===== src/rtl/eth_fcs_pkg.sv =====
// Shared constants, byte-wise reflected CRC-32 step and FSM state type
// for the receive-side FCS checker.
package eth_fcs_pkg;

    localparam logic [31:0] CRC32_POLY_REFL = 32'hEDB88320;
    localparam logic [31:0] CRC32_INIT      = 32'hFFFFFFFF;
    localparam logic [31:0] CRC32_RESIDUE   = 32'hDEBB20E3;

    typedef enum logic [0:0] {
        ST_IDLE = 1'b0,
        ST_HOLD = 1'b1
    } fcs_state_e;

    function automatic logic [31:0] crc32_byte(input logic [31:0] crc, input logic [7:0] data_byte);
        logic [31:0] c;
        c = crc ^ {24'h000000, data_byte};
        for (int i = 0; i < 8; i++) begin
            if (c[0]) begin
                c = (c >> 1) ^ CRC32_POLY_REFL;
            end else begin
                c = c >> 1;
            end
        end
        return c;
    endfunction

endpackage


===== src/rtl/eth_rx_fcs_check_crc.sv =====
// Combinational CRC-32 update over the keep-enabled bytes of one 32-bit beat,
// byte 0 first.
module crc32_rx_d32
    import eth_fcs_pkg::*;
(
    input  logic [31:0] crc_in,
    input  logic [31:0] data,
    input  logic [3:0]  keep,
    output logic [31:0] crc_out
);

    // Chain up to four byte steps; disabled lanes pass the register through.
    always_comb begin
        crc_out = crc_in;
        for (int i = 0; i < 4; i++) begin
            if (keep[i]) begin
                crc_out = crc32_byte(crc_out, data[8*i +: 8]);
            end else begin
                crc_out = crc_out;
            end
        end
    end

endmodule


===== src/rtl/eth_rx_fcs_check.sv =====
// Receive FCS checker/stripper: CRC over the whole frame, one-beat hold to drop
// the trailing FCS, status on the last payload beat and saturating frame counters.
module eth_rx_fcs_check
    import eth_fcs_pkg::*;
#(
    parameter int unsigned MIN_BYTES = 64
) (
    input  logic        clk,
    input  logic        rst_n,
    input  logic        in_valid,
    input  logic [31:0] in_data,
    input  logic [3:0]  in_keep,
    input  logic        in_last,
    output logic        out_valid,
    output logic [31:0] out_data,
    output logic [3:0]  out_keep,
    output logic        out_last,
    output logic        out_good,
    output logic        out_bad_fcs,
    output logic        out_runt,
    output logic [31:0] frames_ok,
    output logic [31:0] frames_bad
);

    function automatic logic [31:0] sat_inc32(input logic [31:0] v);
        return (v == 32'hFFFFFFFF) ? v : v + 32'd1;
    endfunction

    fcs_state_e  state_q, state_d;
    logic [31:0] crc_q, crc_d, crc_next_s;
    logic [31:0] hold_q, hold_d;
    logic [15:0] cnt_q, cnt_d, cnt_next_s;
    logic [16:0] cnt_sum_s;
    logic [3:0]  keep_eff_s;
    logic [2:0]  nbytes_s;
    logic        fcs_ok_s, runt_s;

    logic        out_valid_q, out_valid_d;
    logic [31:0] out_data_q, out_data_d;
    logic [3:0]  out_keep_q, out_keep_d;
    logic        out_last_q, out_last_d;
    logic        out_good_q, out_good_d;
    logic        out_bad_q, out_bad_d;
    logic        out_runt_q, out_runt_d;
    logic [31:0] frames_ok_q, frames_ok_d;
    logic [31:0] frames_bad_q, frames_bad_d;

    // A short keep on a non-final beat is illegal and is widened to a full beat.
    assign keep_eff_s = in_last ? in_keep : 4'hF;
    assign nbytes_s   = {2'b00, keep_eff_s[0]} + {2'b00, keep_eff_s[1]}
                      + {2'b00, keep_eff_s[2]} + {2'b00, keep_eff_s[3]};
    assign cnt_sum_s  = {1'b0, cnt_q} + {14'h0000, nbytes_s};
    assign cnt_next_s = cnt_sum_s[16] ? 16'hFFFF : cnt_sum_s[15:0];
    assign fcs_ok_s   = (crc_next_s == CRC32_RESIDUE);
    assign runt_s     = (MIN_BYTES != 32'd0) && ({16'h0000, cnt_next_s} < MIN_BYTES);

    crc32_rx_d32 u_crc (
        .crc_in  (crc_q),
        .data    (in_data),
        .keep    (keep_eff_s),
        .crc_out (crc_next_s)
    );

    // Next-state, hold register, output beat and counter computation.
    always_comb begin
        state_d      = state_q;
        crc_d        = crc_q;
        hold_d       = hold_q;
        cnt_d        = cnt_q;
        out_valid_d  = 1'b0;
        out_data_d   = out_data_q;
        out_keep_d   = 4'h0;
        out_last_d   = 1'b0;
        out_good_d   = 1'b0;
        out_bad_d    = 1'b0;
        out_runt_d   = 1'b0;
        frames_ok_d  = frames_ok_q;
        frames_bad_d = frames_bad_q;

        if (in_valid) begin
            if (in_last) begin
                state_d     = ST_IDLE;
                crc_d       = CRC32_INIT;
                cnt_d       = 16'h0000;
                out_valid_d = 1'b1;
                out_last_d  = 1'b1;
                if (state_q == ST_HOLD) begin
                    out_data_d = hold_q;
                    out_keep_d = in_keep;
                    out_good_d = fcs_ok_s & ~runt_s;
                    out_bad_d  = ~fcs_ok_s;
                    out_runt_d = runt_s;
                end else begin
                    // A frame of four bytes or fewer cannot even hold an FCS.
                    out_data_d = 32'h00000000;
                    out_keep_d = 4'h0;
                    out_good_d = 1'b0;
                    out_bad_d  = 1'b1;
                    out_runt_d = 1'b1;
                end
            end else begin
                state_d = ST_HOLD;
                crc_d   = crc_next_s;
                cnt_d   = cnt_next_s;
                hold_d  = in_data;
                if (state_q == ST_HOLD) begin
                    out_valid_d = 1'b1;
                    out_data_d  = hold_q;
                    out_keep_d  = 4'hF;
                end else begin
                    out_valid_d = 1'b0;
                end
            end
        end else begin
            state_d = state_q;
        end

        if (out_valid_d && out_last_d) begin
            if (out_good_d) begin
                frames_ok_d = sat_inc32(frames_ok_q);
            end else begin
                frames_bad_d = sat_inc32(frames_bad_q);
            end
        end else begin
            frames_ok_d = frames_ok_q;
        end
    end

    // State, CRC, hold, output and counter registers.
    always_ff @(posedge clk or negedge rst_n) begin
        if (!rst_n) begin
            state_q      <= ST_IDLE;
            crc_q        <= CRC32_INIT;
            hold_q       <= 32'h00000000;
            cnt_q        <= 16'h0000;
            out_valid_q  <= 1'b0;
            out_data_q   <= 32'h00000000;
            out_keep_q   <= 4'h0;
            out_last_q   <= 1'b0;
            out_good_q   <= 1'b0;
            out_bad_q    <= 1'b0;
            out_runt_q   <= 1'b0;
            frames_ok_q  <= 32'h00000000;
            frames_bad_q <= 32'h00000000;
        end else begin
            state_q      <= state_d;
            crc_q        <= crc_d;
            hold_q       <= hold_d;
            cnt_q        <= cnt_d;
            out_valid_q  <= out_valid_d;
            out_data_q   <= out_data_d;
            out_keep_q   <= out_keep_d;
            out_last_q   <= out_last_d;
            out_good_q   <= out_good_d;
            out_bad_q    <= out_bad_d;
            out_runt_q   <= out_runt_d;
            frames_ok_q  <= frames_ok_d;
            frames_bad_q <= frames_bad_d;
        end
    end

    assign out_valid   = out_valid_q;
    assign out_data    = out_data_q;
    assign out_keep    = out_keep_q;
    assign out_last    = out_last_q;
    assign out_good    = out_good_q;
    assign out_bad_fcs = out_bad_q;
    assign out_runt    = out_runt_q;
    assign frames_ok   = frames_ok_q;
    assign frames_bad  = frames_bad_q;

endmodule


===== config.mk =====
export PLATFORM = sky130hd
export DESIGN_NAME = eth_rx_fcs_check
export DESIGN_NICKNAME = d
export VERILOG_FILES = /design/src/rtl/eth_fcs_pkg.sv /design/src/rtl/eth_rx_fcs_check_crc.sv /design/src/rtl/eth_rx_fcs_check.sv
export SDC_FILE = /design/constraint.sdc
export NUM_CORES = 1
export LEC_CHECK = 0
export CAP_MARGIN = 0
export CORE_MARGIN = 2
export CORE_UTILIZATION = 40
export DETAILED_ROUTE_END_ITERATION = 12
export GPL_TIMING_DRIVEN = 0
export MAX_ROUTING_LAYER = met4
export PLACE_DENSITY_LB_ADDON = 0.12
export SETUP_SLACK_MARGIN = 0.1
export SLEW_MARGIN = 5
export SYNTH_ARGS = -nofsm -noshare
export SYNTH_HDL_FRONTEND = slang
export SYNTH_SLANG_ARGS = --single-unit

===== constraint.sdc =====
create_clock -name clk -period 21.2 [get_ports clk]
set_input_delay 3.18 -clock clk [delete_from_list [all_inputs] [get_ports clk]]
set_output_delay 3.18 -clock clk [all_outputs]
set_load 0.03 [all_outputs]

# [Yosys cells after proc, flatten, opt, wreduce, memory -nomap -nowiden]
# Index checks and enable logic that the tools add are counted.
[totals] romBits=0 latch_bits=0 input_bits=40 ramBits=0 memories=0 reg_bits=186
[op_classes] mux=90 n_lt_le_gt_ge=1 eq_ne=3 bitwise_logic=43 n_div=0 add_sub_neg=6 n_reduce_logical=6 n_shift=0 n_mul=0
[ops] cell="two-way mux 32 bit" n=68
[ops] cell="NOT 13 -> 14 bit" n=32
[ops] cell="bitwise XOR 32 x 8 -> 32 bit" n=4
[ops] cell="equality test 32 bit, second input constant" n=3
[ops] cell="adder 32 x 1 -> 32 bit, second input constant" n=2
[ops] cell="two-way mux 16 bit" n=2
[ops] cell="two-way mux 4 bit" n=5
[ops] cell="adder 16 x 3 -> 17 bit" n=1
[ops] cell="< comparator 16 x 7 -> 1 bit, second input constant" n=1
[ops] cell="two-way mux 1 bit" n=15
[ops] cell="NOT 1 bit" n=6
[ops] cell="AND reduction 3 bit" n=2
[ops] cell="AND reduction 2 bit" n=2
[ops] cell="adder 2 x 1 -> 3 bit" n=1
[ops] cell="adder 3 x 1 -> 3 bit" n=1
[ops] cell="adder 1 x 1 -> 2 bit" n=1
[ops] cell="nonzero test 2 bit" n=1
[ops] cell="AND 1 bit" n=1
[ops] cell="logical AND 1 bit" n=1

# [Depth between registers and ports, before layout]
# Gate-level depths: netlist of run 1.
[logic_depth] word_depth=107 mapped_depth=28 mapped_depth_nobuf=22

# [Hierarchy]
# Synthesis of run 1 repeated with hierarchy kept, for this count alone.
[hier_totals] cells_unflattened=1216 hier_area_um2=13628.1
[modules_own_cells] mod="eth_rx_fcs_check" area_per_inst_um2=8376.8 cells_per_inst=697 instances=1 seq_area_each_um2=4694.5
[modules_own_cells] mod="crc32_rx_d32" area_per_inst_um2=5251.3 cells_per_inst=519 instances=1 seq_area_each_um2=0.0

# [Worst setup path before layout of run 1]
# OpenSTA, ideal clock, no wires.
[synth_timing] path_kind="input to register" start="input port in_data[5]" end="register frames_bad_q[1], in the netlist frames_bad[1]" cell_stages=18 required_ns=21.075 n_path_buf=2 slack_ns=11.668 t_arrival_ns=9.407 cell_sequence="xnor2_2 xnor3_1 mux2i_1 or4_1 a31oi_1 xor2_1 xnor3_1 and3_1 or4_1 clkbuf_1 xnor3_1 or4_1 a2111oi_0 and4_1 a41oi_4 nand2_1 buf_2 mux2_2"
[synth_via] elab_chain_len=88 word_cells_on_any_way=101 classes_between="1 x eq/ne; 67 x mux; 32 x bitwise; 1 x reduce/logical"
[synth_lines] element="start, declared" line="eth_rx_fcs_check.sv:11" text="input logic [31:0] in_data,"
[synth_lines] element="bitwise XOR 32 x 8 -> 32 bit (*)" line="eth_fcs_pkg.sv:16" text="c = crc ^ {24'h000000, data_byte};"
[synth_lines] element="two-way mux 32 bit (*)" line="eth_fcs_pkg.sv:18" text="if (c[0]) begin"
[synth_lines] element="two-way mux 32 bit (*)" line="eth_rx_fcs_check_crc.sv:16" text="if (keep[i]) begin"
[synth_lines] element="two-way mux 32 bit (*)" line="eth_fcs_pkg.sv:18"
[synth_lines] element="two-way mux 32 bit (*)" line="eth_rx_fcs_check_crc.sv:16"
[synth_lines] element="two-way mux 32 bit (*)" line="eth_fcs_pkg.sv:18"
[synth_lines] element="two-way mux 32 bit (*)" line="eth_rx_fcs_check_crc.sv:16"
[synth_lines] element="two-way mux 32 bit (*)" line="eth_fcs_pkg.sv:18"
[synth_lines] element="[... 72 more ...]"
[synth_lines] element="two-way mux 32 bit (*)" line="eth_rx_fcs_check_crc.sv:16"
[synth_lines] element="equality test 32 bit (*)" line="eth_rx_fcs_check.sv:54" text="assign fcs_ok_s = (crc_next_s == CRC32_RESIDUE);"
[synth_lines] element="AND 1 bit (*)" line="eth_rx_fcs_check.sv:90" text="out_good_d = fcs_ok_s & ~runt_s;"
[synth_lines] element="two-way mux 1 bit (*)" line="eth_rx_fcs_check.sv:87" text="if (state_q == ST_HOLD) begin"
[synth_lines] element="two-way mux 1 bit (*)" line="eth_rx_fcs_check.sv:81" text="if (in_last) begin"
[synth_lines] element="two-way mux 1 bit (*)" line="eth_rx_fcs_check.sv:80" text="if (in_valid) begin"
[synth_lines] element="NOT 1 bit (no source line) (*)"
[synth_lines] element="AND reduction 3 bit (no source line) (*)"
[synth_lines] element="end signal, assigned" line="eth_rx_fcs_check.sv:158" text="frames_bad_q <= frames_bad_d;"
[synth_lines] element="end, declared" line="eth_rx_fcs_check.sv:46" text="logic [31:0] frames_bad_q, frames_bad_d;"
# Mark *: on every way between the ends. The rest lies on a longest branch, timed or not. The select of a mux whose other input is x is not followed.
# A chain may end at the register's enable or synchronous reset.

# [Worst setup path in the final report of run 1]
[layout_timing] start="input port in_last" end="register frames_bad_q[1], in the netlist frames_bad[1]"
[layout_via] elab_chain_len=72 word_cells_on_any_way=96 classes_between="4 x add/sub; 1 x order compare; 1 x eq/ne; 58 x mux; 30 x bitwise; 2 x reduce/logical"
[layout_lines] element="start, declared" line="eth_rx_fcs_check.sv:13" text="input logic in_last,"
[layout_lines] element="two-way mux 4 bit" line="eth_rx_fcs_check.sv:49" text="assign keep_eff_s = in_last ? in_keep : 4'hF;"
[layout_lines] element="two-way mux 32 bit" line="eth_rx_fcs_check_crc.sv:16"
[layout_lines] element="bitwise XOR 32 x 8 -> 32 bit" line="eth_fcs_pkg.sv:16"
[layout_lines] element="NOT 13 -> 14 bit (no source line) or two-way mux 32 bit (tied branches)"
[layout_lines] element="two-way mux 32 bit, on equally long branches" line="eth_fcs_pkg.sv:18, eth_rx_fcs_check_crc.sv:16"
[layout_lines] element="two-way mux 32 bit or NOT 13 -> 14 bit (tied branches)"
[layout_lines] element="NOT 13 -> 14 bit (no source line) or two-way mux 32 bit (tied branches)"
[layout_lines] element="two-way mux 32 bit, on equally long branches" line="eth_fcs_pkg.sv:18, eth_rx_fcs_check_crc.sv:16"
[layout_lines] element="[... 56 more ...]"
[layout_lines] element="two-way mux 32 bit" line="eth_rx_fcs_check_crc.sv:16"
[layout_lines] element="equality test 32 bit" line="eth_rx_fcs_check.sv:54"
[layout_lines] element="AND 1 bit" line="eth_rx_fcs_check.sv:90"
[layout_lines] element="two-way mux 1 bit" line="eth_rx_fcs_check.sv:87"
[layout_lines] element="two-way mux 1 bit" line="eth_rx_fcs_check.sv:81"
[layout_lines] element="two-way mux 1 bit" line="eth_rx_fcs_check.sv:80"
[layout_lines] element="NOT 1 bit (no source line)"
[layout_lines] element="AND reduction 3 bit (no source line) (*)"
# Marks and branches as above.

==> results.sh, run 1 <==
export IMPL_gr_total_overflow=0
export IMPL_cp_common_cell="clkbuf_1"
export IMPL_synthArstFlopShare_pct=100
export IMPL_finClkSkew_ns=0.0133
export IMPL_syn_avg_cell_area_sq_um=9.45
export IMPL_io_buffers=140
export IMPL_num_io_pins=145
export IMPL_row_count=67
export IMPL_routed_wl_met3_mm=2.08
export IMPL_cts_resized=0
export IMPL_instances_no_fill=2057
export IMPL_slowest_stage="a2111oi_2"
export IMPL_setup_worst_path_class="input port to flop"
export IMPL_fp_dieH_um=188
export IMPL_wl_per_cell_um=20.5
export IMPL_die_width_um=188
export IMPL_start_util_pct=40.6
export IMPL_synth_commonest_cells="xnor2_1, nand2_1, dfrtp_1"
export IMPL_ys_types=82
export IMPL_synth_edf_count=0
export IMPL_synth_top_area_share_pct=28.4
export IMPL_clock_sinks=186
export IMPL_root_buffer="clkbuf_16"
export IMPL_drive_gt1_share_pct=7.15
export IMPL_critPathArrivalTime_ns=11.58
export IMPL_grt_max_degree=106
export IMPL_cp_end_kind="flop"
export IMPL_finalCritPeriodShare_pct=53.0
export IMPL_nFillCells=3182
export IMPL_area_growth_syn_to_layout_pct=19.6
export IMPL_synth_area_leader_cell="dfrtp_1"
export IMPL_route_layer_met1_wl_mm=19.3
export IMPL_grt_pass1_wl_mm=66.0
export IMPL_postRouteWirelength_mm=42.1
export IMPL_core_area_sq_um=33400
export IMPL_drc=0
export IMPL_worst_pin_slew_ns=1.11
export IMPL_ant_nets=0
export IMPL_ys_seq_area_share_pct=34.6
export IMPL_dp_cells=2025
export IMPL_numCtsBuffers=17
export IMPL_final_setup_tns_ns=0
export IMPL_rsz0062_at_grt="no"
export IMPL_clk_latency_ns=0.46
export IMPL_status="complete, no violations"
export IMPL_fin_nets=1642
export IMPL_drt_initial_drc_count=661
export IMPL_crit_path_start_kind="input port"
export IMPL_synthCells=1436
export IMPL_hold_viol_final=0
export IMPL_clockBufferDepth=2
export IMPL_synthTopCellsByArea="dfrtp_1, xnor2_1, dfstp_2, xnor3_1, xor2_1"
export IMPL_htreeDepth=4
export IMPL_dp_slack_ns=9.63
export IMPL_antenna_found_initial=0
export IMPL_syn_nets=1482
export IMPL_place_congestion=0.948
export IMPL_ctsHoldBuffers=0
export IMPL_ys_seq_elements=186
export IMPL_max_slew_margin_pct=25.5
export IMPL_cp_cell_sequence="clkdlybuf4s50_1 > nand2b_1 > inv_1 > clkbuf_1 > clkbuf_1 > o21a_1 > a211oi_1 > nor3b_1 > xnor2_1 > o32ai_2 > a21oi_1 > a2111oi_2 > xor2_2 > xnor3_1 > or4_1 > a2111oi_0 > and4_1 > a41oi_4 > nand2_1 > buf_2 > mux2_2"
export IMPL_dr_pass1_iters=5
export IMPL_top_signal_layer_used="met4"
export IMPL_setup_slack_ns=9.97
export IMPL_dp_hpwl_mm=32.4
export IMPL_wl_met2_mm=19.8
export IMPL_clk_pin_slew_ns=0.07
export IMPL_fmax_mhz=89.0
export IMPL_die_area_sq_um=35400
export IMPL_synth_area_sq_um=13600
export IMPL_min_period_ns=11.23
export IMPL_ys_warn_count=0
export IMPL_worstPathMaxFanout=10
export IMPL_slew_viol_final=0
export IMPL_critPathMaxStageDelay_ns=0.90
export IMPL_track_usage_pct=25.1
export IMPL_worst_hold_path_type="flop to flop"
export IMPL_max_cap_viol_count=0
export IMPL_vias=11165
export IMPL_required_ns=21.54
export IMPL_diodes=0
export IMPL_avgViaCountPerCell=5.43
export IMPL_ys_flop_type="dfrtp_1"
export IMPL_setup_violations=0
export IMPL_cts_setup_buffers=0
export IMPL_cts_tree="yes"
export IMPL_grt_pass1_vias=11110
export IMPL_synth_most_common_cell="xnor2_1"
==> placed cells by master, fill, tap and decap left out, types with 7 or more instances in the layout <==
cell             netlist  routed
a21oi_1               82      82
a22o_1                32      32
a31o_2                 7       7
a31oi_1                7       7
and2_1                14      14
and3_1                35      35
buf_1                 11      11
clkbuf_1              57      58
clkbuf_16              0      17
clkdlybuf4s50_1        0     139
dfrtp_1              154     154
dfstp_2               32      32
inv_1                 25      25
mux2i_1               40      40
nand2_1              181     181
nand2b_1              17      17
nand3_1               49      49
nand3b_1               7       7
nand4_1               24      24
nor2_1               102     102
nor2b_1                9       9
nor3_1                37      37
nor4_1                12      12
o21a_1                11      11
o21ai_0               28      28
o22a_1                11      11
o22ai_1                9       9
xnor2_1              196     196
xnor2_2                7       7
xnor3_1               34      34
xor2_1                82      82
xor3_1                 8       8
==> worst paths after layout <==
check | startpoint | endpoint | slack (ns) | cells after the start
min in group asynchronous | rst_n | out_data[7]$_DFFE_PN0P_ | 2.70 | 1
min | hold_q[17]$_DFFE_PN0P_ | hold_q[17]$_DFFE_PN0P_ | 0.48 | 2
max reg2reg | crc_q[2]$_DFFE_PN1P_ | frames_bad[1]$_DFFE_PN0P_ | 12.74 | 20
max in group asynchronous | rst_n | frames_bad[21]$_DFFE_PN0P_ | 17.54 | 2
min reg2reg | hold_q[17]$_DFFE_PN0P_ | hold_q[17]$_DFFE_PN0P_ | 0.48 | 2
max | in_last | frames_bad[1]$_DFFE_PN0P_ | 9.97 | 21
==> flip-flops by register name, indices dropped and copies added, names as in the netlist <==
| register | flops |
|---|---|
| out_bad_fcs | 1 |
| hold_q | 32 |
| out_last | 1 |
| out_runt | 1 |
| out_good | 1 |
| state_q | 1 |
| out_valid | 1 |
| out_keep | 4 |
| frames_bad | 32 |
| out_data | 32 |
| cnt_q | 16 |
| crc_q | 32 |
| frames_ok | 32 |
==> metal layers <==
layer  up-vias  GRT usage (%)
met5         -              -
met4         0           7.15
met3        53           3.59
met2       316           40.1
met1      5499           33.2
li1       5297              -
==> stage by stage <==
step | cell area [sq um] | util (%) | hold slack [ns]
final | 16200 | 48.5 | 0.477
after global routing | 16200 | 48.5 | 0.492
after CTS | 16200 | 48.5 | 0.481
after detailed placement | 15600 | 46.5 | 0.464
after global placement | 15500 | 46.4 | 0.460
after floorplan | 13600 | - | 0.446
==> layout make-up <==
type                            count  area, sq um  area share, %
Sequential cell                   186         4690           28.9
Buffer                             75          300           1.85
Clock inverter                     14          233           1.43
Inverter                           25         93.8          0.578
Multi-Input combinational cell   1150         8480           52.3
Clock buffer                       18          429           2.65
Timing Repair Buffer              141         1430           8.84
Tap cell                          448          561           3.46
==> cells by family (layout without fill, tap and decap cells) <==
family / Yosys count / in the layout / share of synthesized area [%]
AOI/OAI and AO/OA: 239 / 239 / 12.2
muxes: 45 / 45 / 3.37
and+or+nand+nor: 525 / 525 / 18.8
DFF: 186 / 186 / 34.6
adders and majority gates: 6 / 6 / 0.719
buffers and inverters: 100 / 273 / 2.91
xor gates and xnor gates: 335 / 335 / 27.3
==> critical path, delay by kind of cell <==
kind / cells / cell delay (ns)
XOR/XNOR: 3 / 1.54
AO/OA/AOI/OAI: 7 / 2.58
buffers and inverters: 5 / 1.88
multiplexers: 1 / 0.36
AND/OR/NAND/NOR: 5 / 2.00
Power of run 1 is not shown: default switching activity piles up to over one toggle a cycle in this logic, so the estimate is an artifact.
==> inputs of run 2 (changes only) <==
- clock period: 21.2 -> 11.75 ns (I/O delays scaled with it)
==> results of run 2 <==
The final DEF is identical to that of run 1. Status: complete, no violations.
Main changes from that run: setup slack after placement 9.63 ns -> 1.60 ns; setup slack after layout 9.97 ns -> 1.93 ns; register-to-register setup slack 12.74 ns -> 3.29 ns
Power of run 2 is left out for the same reason.
==> inputs of run 3 (changes only) <==
- clock period: 11.75 -> 10 ns (I/O delays scaled with it)
==> results.sh, run 3 (synthesis gave the netlist of run 1 again) <==
export IMPL_status="complete, no violations"
export IMPL_slew_viol_final=0
export IMPL_start_util_pct=40.6
export IMPL_clk_pin_slew_ns=0.07
export IMPL_row_count=67
export IMPL_fp_dieH_um=188
export IMPL_die_area_sq_um=35400
export IMPL_cts_setup_buffers=0
export IMPL_drc=0
export IMPL_grt_pass1_wl_mm=66.0
export IMPL_drive_gt1_share_pct=7.15
export IMPL_io_buffers=140
export IMPL_max_slew_margin_pct=22.3
export IMPL_numCtsBuffers=17
export IMPL_num_io_pins=145
export IMPL_clock_sinks=186
export IMPL_cts_tree="yes"
export IMPL_place_congestion=0.948
export IMPL_rrSetupSlack_ns=1.52
export IMPL_finClkSkew_ns=0.0129
export IMPL_nFillCells=3180
export IMPL_rr_worst_depth=20
export IMPL_final_cell_mix="xnor2_1, nand2_1, dfrtp_1"
export IMPL_required_ns=10.34
export IMPL_hold_viol_final=0
export IMPL_area_growth_syn_to_layout_pct=19.7
export IMPL_core_area_sq_um=33400
export IMPL_wl_per_cell_um=20.5
export IMPL_diodes=0
export IMPL_final_common_cell="xnor2_1"
export IMPL_rsz0062_at_grt="no"
export IMPL_vias=11199
export IMPL_cp_end_kind="flop"
export IMPL_track_usage_pct=25.1
export IMPL_max_cap_viol_count=0
export IMPL_dp_cells=2025
export IMPL_grt_pass1_vias=11110
export IMPL_ant_nets=0
export IMPL_fin_util_pct=48.5
export IMPL_hold_path_cell_count=2
export IMPL_critPathArrivalTime_ns=9.91
export IMPL_htreeDepth=4
export IMPL_grt_max_degree=106
export IMPL_setup_worst_path_class="input port to flop"
export IMPL_clockBufferDepth=2
export IMPL_instances_no_fill=2057
export IMPL_final_setup_tns_ns=0
export IMPL_endpoint="frames_bad[1]$_DFFE_PN0P_"
export IMPL_clk_latency_ns=0.46
export IMPL_gr_total_overflow=0
export IMPL_crit_path_start_kind="input port"
export IMPL_cp_cell_sequence="clkdlybuf4s50_1 > nand2b_1 > clkbuf_1 > buf_1 > a211oi_1 > o21a_1 > or4_1 > a31oi_1 > xor2_1 > xnor3_1 > and3_1 > or4_1 > clkbuf_1 > xnor3_1 > or4_1 > a2111oi_0 > and4_1 > a41oi_4 > nand2_1 > buf_2 > mux2_2"
export IMPL_drt_initial_drc_count=689
export IMPL_cp_common_cell="or4_1"
export IMPL_crit_start="in_last"
export IMPL_dr_pass1_iters=4
export IMPL_fmax_mhz=105
export IMPL_worst_hold_path_type="flop to flop"
export IMPL_root_buffer="clkbuf_16"
export IMPL_critPathMaxStageDelay_ns=0.71
export IMPL_antenna_found_initial=0
export IMPL_dp_hpwl_mm=32.4
export IMPL_setup_violations=0
export IMPL_avgViaCountPerCell=5.44
export IMPL_fin_nets=1642
export IMPL_worstPathMaxFanout=10
export IMPL_reg2reg_from="crc_q[2]$_DFFE_PN1P_"
export IMPL_postRouteWirelength_mm=42.1
export IMPL_die_width_um=188
export IMPL_min_period_ns=9.56
export IMPL_slowest_stage="a31oi_1"
export IMPL_reg2reg_to="frames_bad[1]$_DFFE_PN0P_"
export IMPL_worst_pin_slew_ns=1.16
export IMPL_finalCritPeriodShare_pct=95.6
## run 3: changes by cell type in the layout (fill, tap and decap cells not counted)
cell       previous run  this run
a2111oi_2             1         0
a2111oi_4             0         1
## run 3: area by class of cell
type	instances	area (sq um)	share of cell area (%)
multi-input combinational	1150	8490	52.3
sequential	186	4690	28.9
timing repair buffer	141	1430	8.83
tap	448	561	3.45
clock buffer	18	429	2.64
buffer	75	300	1.85
clock inverter	14	233	1.43
inverter	25	93.8	0.578
## run 3: worst min-delay path by stage
stage	slack [ns]	endpoint	start
2_1_floorplan	0.45	hold_q[0]$_DFFE_PN0P_	hold_q[0]$_DFFE_PN0P_
3_3_place_gp	0.46	hold_q[18]$_DFFE_PN0P_	hold_q[18]$_DFFE_PN0P_
3_5_place_dp	0.46	hold_q[11]$_DFFE_PN0P_	hold_q[11]$_DFFE_PN0P_
4_1_cts	0.48	hold_q[11]$_DFFE_PN0P_	hold_q[11]$_DFFE_PN0P_
5_1_grt	0.49	hold_q[11]$_DFFE_PN0P_	hold_q[11]$_DFFE_PN0P_
6_report	0.48	hold_q[17]$_DFFE_PN0P_	hold_q[17]$_DFFE_PN0P_
## run 3: repair_timing
item / 4_1_cts / 5_1_grt
endpoints found under the setup margin: 0 / 1
resized for setup: 0 / 1
hold buffers: 0 / 0
## run 3: layer usage
| metal | global-route usage [%] | vias up | part of all wire [%] |
|---|---|---|---|
| met1 | 33.2 | 5506 | 45 |
| met4 | 7.15 | 0 | 2.4 |
| met5 | - | - | 0 |
| met2 | 40.1 | 342 | 47 |
| met3 | 3.59 | 55 | 5.2 |
| li1 | - | 5296 | - |
## run 3: per-stage QoR
step / hold WS [ns] / area [sq um] / setup slack (ns)
global route: 0.492 / 16200 / 0.139
finish: 0.478 / 16200 / 0.435
detailed placement: 0.464 / 15600 / 0.108
floorplan: 0.446 / 13600 / 2.15
global placement: 0.460 / 15500 / -0.552
CTS: 0.481 / 16200 / 0.553
## run 3: critical path: cells and delay by family
| kind | cells | cell delay [ns] |
|---|---|---|
| simple gates | 7 | 2.57 |
| mux | 1 | 0.36 |
| xor+xnor | 3 | 1.78 |
| compound gates | 5 | 1.75 |
| buf+inv | 5 | 1.94 |
Power of run 3 is left out for the same reason.
